**config.mk**
```make
export PLATFORM = sky130hd
export DESIGN_NAME = shift_sub_divider
export DESIGN_NICKNAME = d
export VERILOG_FILES = /design/src/rtl/shift_sub_divider.sv
export SDC_FILE = /design/constraint.sdc
export NUM_CORES = 1
export LEC_CHECK = 0
export CORE_MARGIN = 1.5
export CORE_UTILIZATION = 50
export CTS_CLUSTER_SIZE = 16
export DETAILED_ROUTE_END_ITERATION = 6
export HOLD_SLACK_MARGIN = 0.03
export PLACE_DENSITY = 0.82
export SLEW_MARGIN = 20
export SYNTH_ARGS = -nofsm -noshare
export SYNTH_HDL_FRONTEND = slang
export SYNTH_SLANG_ARGS = --single-unit
```
**constraint.sdc**
```tcl
create_clock -name clk -period 6 [get_ports clk]
set_clock_uncertainty 0.1 [all_clocks]
set_input_delay 1.2 -clock clk [delete_from_list [all_inputs] [get_ports clk]]
set_output_delay 1.2 -clock clk [all_outputs]
set_load 0.03 [all_outputs]
```
**src/rtl/shift_sub_divider.sv**
```systemverilog
// 32-bit unsigned restoring divider: one quotient bit per clock, 32 iterations per result.
// A zero divisor skips the iterations and reports all-ones quotient and the dividend as remainder.
module shift_sub_divider (
    input  logic        clk,
    input  logic        reset_n,
    input  logic        i_start,
    input  logic [31:0] i_dividend,
    input  logic [31:0] i_divisor,
    output logic [31:0] o_quotient,
    output logic [31:0] o_remainder,
    output logic        o_busy,
    output logic        o_done,
    output logic        o_div_by_zero
);

    typedef enum logic [1:0] {IDLE, RUN, DONE} state_t;

    state_t      state;
    state_t      state_nxt;
    logic [4:0]  iter_cnt;
    logic [31:0] quo_q;
    logic [31:0] rem_q;
    logic [31:0] dvsr_q;
    logic        dbz_q;
    logic        accept;
    logic [32:0] step;

    // The remainder stays below the divisor, so a 33-bit trial difference
    // always fits and its top bit is the borrow.
    function automatic logic [32:0] div_step(input logic [31:0] rem,
                                             input logic        msb,
                                             input logic [31:0] dvsr);
        logic [32:0] shifted;
        logic [32:0] trial;
        shifted = {rem, msb};
        trial   = shifted - {1'b0, dvsr};
        if (!trial[32])
            div_step = {trial[31:0], 1'b1};
        else
            div_step = {shifted[31:0], 1'b0};
    endfunction

    assign accept = (state == IDLE) && i_start;
    assign step   = div_step(rem_q, quo_q[31], dvsr_q);

    always_ff @(posedge clk or negedge reset_n) begin
        if (!reset_n)
            state <= IDLE;
        else
            state <= state_nxt;
    end

    always_comb begin
        state_nxt = state;
        case (state)
            IDLE: if (i_start) state_nxt = (i_divisor == 32'd0) ? DONE : RUN;
            RUN:  if (iter_cnt == 5'd31) state_nxt = DONE;
            DONE: state_nxt = IDLE;
            default: state_nxt = IDLE;
        endcase
    end

    always_comb begin
        o_busy = 1'b0;
        o_done = 1'b0;
        case (state)
            RUN:  o_busy = 1'b1;
            DONE: o_done = 1'b1;
            default: ;
        endcase
    end

    // {rem_q, quo_q} is a single 64-bit shift register; quo_q starts as the dividend.
    always_ff @(posedge clk or negedge reset_n) begin
        if (!reset_n) begin
            iter_cnt <= 5'd0;
            quo_q    <= 32'd0;
            rem_q    <= 32'd0;
            dvsr_q   <= 32'd0;
            dbz_q    <= 1'b0;
        end else if (accept) begin
            iter_cnt <= 5'd0;
            dvsr_q   <= i_divisor;
            if (i_divisor == 32'd0) begin
                quo_q <= 32'hFFFF_FFFF;
                rem_q <= i_dividend;
                dbz_q <= 1'b1;
            end else begin
                quo_q <= i_dividend;
                rem_q <= 32'd0;
                dbz_q <= 1'b0;
            end
        end else if (state == RUN) begin
            rem_q    <= step[32:1];
            quo_q    <= {quo_q[30:0], step[0]};
            iter_cnt <= iter_cnt + 5'd1;
        end
    end

    assign o_quotient    = quo_q;
    assign o_remainder   = rem_q;
    assign o_div_by_zero = dbz_q;

endmodule

```
==> run_results.csv <==
group,metric,value,unit
drt,dr.pass1.iters,5,
grt,grt_max_degree,68,
drt,via_per_inst,5.91,
min_path,worstHoldEndpoint,"iter_cnt[3]$_DFFE_PN0P_",
grt,gr-total-overflow,0,
clocking,cts_tree,"done",
drt,num_vias,6274,
timing,layout_setup_ws,1660,ps
timing,finalSetupViolCount,0,
floorplanning,num_rows,41,
clocking,postCtsSetupBuffers,0,
yosys,synth_edf_count,0,
timing,maxSlewHeadroom,0.350,
clocking,clockBufferDepth,2,
drt,detail_route.wl_per_cell,17.4,µm
critical_path,cp-end-kind,"output port",
timing,hold_viol,0,
critical_path,path_max_fanout,22,
floorplanning,dieArea,13900,µm²
drt,drt_iter0_drc,441,
clocking,numCtsBuffers,9,
clocking,cts_sinks,104,
critical_path,reg2regPathDepth,13,
yosys,synth_nets,880,
grt,antenna_found_initial,0,
layout,antennaDiodeCount,0,
critical_path,required,4700,ps
critical_path,worstPathBufferInverterCount,4,
timing,max_freq,230,MHz
critical_path,critPathTopFamily,"buffers and inverters",
grt,grt_pass1_wl,29.8,mm
critical_path,cp.arrival,3040,ps
timing,worst_pin_slew,974,ps
drt,drc_errors,0,
critical_path,r2r_start,"o_quotient[31]$_DFFE_PN0P_",
place,dpl_worst_slack,1690,ps
timing,fin_crit_sh,0.724,
yosys,synth_warnings,0,
clocking,htree_levels,3,
timing,slew_viol_final,0,
clocking,root_buffer,"clkbuf_16",
yosys,synth_cell_types,65,
floorplanning,die_x,118,µm
yosys,synth_seq_cells,104,
critical_path,crit_type,"in2out",
critical_path,path_cells,"clkdlybuf4s50_1 -> nand2_1 -> buf_4 -> nand2_1 -> clkinv_1 -> clkdlybuf4s50_1",
layout,area_delta_synth_final,25.3,%
floorplanning,dieHeight,118,µm
min_path,hold_depth,1,
layout,fillers,1069,
clocking,cts_resized,0,
yosys,synth_most_common_cell,"nand2_1",
grt,grt_use_total,0.268,
timing,finalSetupTns,0,ps
status,status,"finished, final reports clean",
min_path,hold_path.class,"reg2reg",
min_path,hold_start,"iter_cnt[3]$_DFFE_PN0P_",
yosys,syn_area,6620,µm²
place,gp_congestion,0.901,
floorplanning,ios,134,
job,maxCapViolCount,0,
yosys,synth_top_area_share,0.393,
timing,period_needed,4340,ps
yosys,ys.flop_type,"dfrtp_1",
yosys,synth_cells,778,
place,place.detailed.hpwl,13.3,mm
layout,drive_above_1_share,0.0585,
yosys,synthArstFlopShare,1.00,
critical_path,slowest_stage,"clkdlybuf4s50_1",
yosys,ys_top_cells_by_count,"nand2_1 (121), dfrtp_1 (104), o21ai_0 (87)",
critical_path,r2r_end,"o_remainder[29]$_DFFE_PN0P_",
yosys,ys_seq_area_frac,0.393,
critical_path,max_stage_delay,680,ps
yosys,synth_area_leaders,"dfrtp_1 (39%), nand2_1 (6.9%), o21ai_0 (6.6%), ha_1 (6.4%), a21oi_1 (3.8%)",
floorplanning,start_util,0.518,
place,port_buffers,133,
floorplanning,core-area,12800,µm²
layout,nNetsFinal,986,
drt,ant_nets,0,
drt,routed_wl,18.5,mm
grt,grt_pass1_vias,5818,
clocking,insertion_delay,360,ps
yosys,syn_area_per_cell,8.51,µm²
yosys,synth_top_cell_by_area,"dfrtp_1",
critical_path,r2r_slack,2190,ps
clocking,cts_hold_buf,0,
clocking,path_clk_slew,70,ps
critical_path,start_kind,"primary input",
timing,rsz0062_at_grt,"false",
[routing by layer]
metal / vias up / wire length [µm] / global-route usage
li1: 3015 / - / -
met1: 3003 / 8190 / 0.365
met2: 227 / 8900 / 0.437
met3: 29 / 1000 / 0.0359
met4: 0 / 401 / 0.0945
met5: - / 0 / 0
[worst max-delay path by stage]
stage                 start     end  slack (ps)  depth (start not counted)
floorplan           i_start  o_busy        2740                          4
global placement    i_start  o_busy        1670                          6
detailed placement  i_start  o_busy        1690                          6
CTS                 i_start  o_busy        1670                          6
global route        i_start  o_busy        1530                          6
finish              i_start  o_busy        1660                          6
[layout by cell type, fill, tap and decap left out, types with 5 or more instances in the layout]
cell type,n
nand4_1,5
a221oi_2,6
o21ai_0,87
a21o_1,15
nand2_1,121
nor2_1,52
a21oi_1,50
mux2i_1,6
and3_1,8
inv_1,41
buf_4,9
mux2_4,5
clkdlybuf4s50_1,132
nor3_1,7
a31oi_1,13
clkbuf_16,9
xnor2_1,16
o22ai_1,33
nor4_1,11
nor2b_1,9
ha_1,34
a221oi_1,5
o211ai_1,11
xor2_1,9
dfrtp_1,104
nand3_1,11
[sequential cells by signal (all words and copies together) (netlist names)]
signal and cells:
dvsr_q 32, iter_cnt 5, o_div_by_zero 1, o_quotient 32
o_remainder 32, state 2
[logic make-up (layout without fill, tap and decap cells)]
family | count (synthesis) | count (layout) | share of synthesized area
AOI/OAI and AO/OA | 265 | 265 | 0.255
and+or+nand+nor | 246 | 246 | 0.168
DFF | 104 | 104 | 0.393
buffers and inverters | 89 | 200 | 0.0586
adders and majority gates | 35 | 35 | 0.0673
xor gates and xnor gates | 25 | 25 | 0.0331
muxes | 14 | 14 | 0.0255
[final cells by class]
type / instances / area (µm²) / area share
flip-flops and latches: 104 / 2600 / 0.314
clock buffers: 11 / 243 / 0.0293
clock inverters: 5 / 41.3 / 0.00498
inverters: 43 / 161 / 0.0195
multi-input cells: 585 / 3640 / 0.439
well taps: 172 / 215 / 0.0259
repair buffers: 141 / 1390 / 0.167
[through the flow]
stage / area [µm²] / hold WS, ps / instances / utilization
after global placement: 8010 / 366 / 1045 / 0.627
final: 8300 / 388 / 1061 / 0.649
after CTS: 8290 / 389 / 1061 / 0.649
after floorplan: 6620 / 349 / 778 / -
after detailed placement: 8010 / 377 / 1045 / 0.627
after global routing: 8300 / 433 / 1061 / 0.649
Power is not shown: default switching activity piles up to over one toggle a cycle in this logic, so the estimate is an artifact.
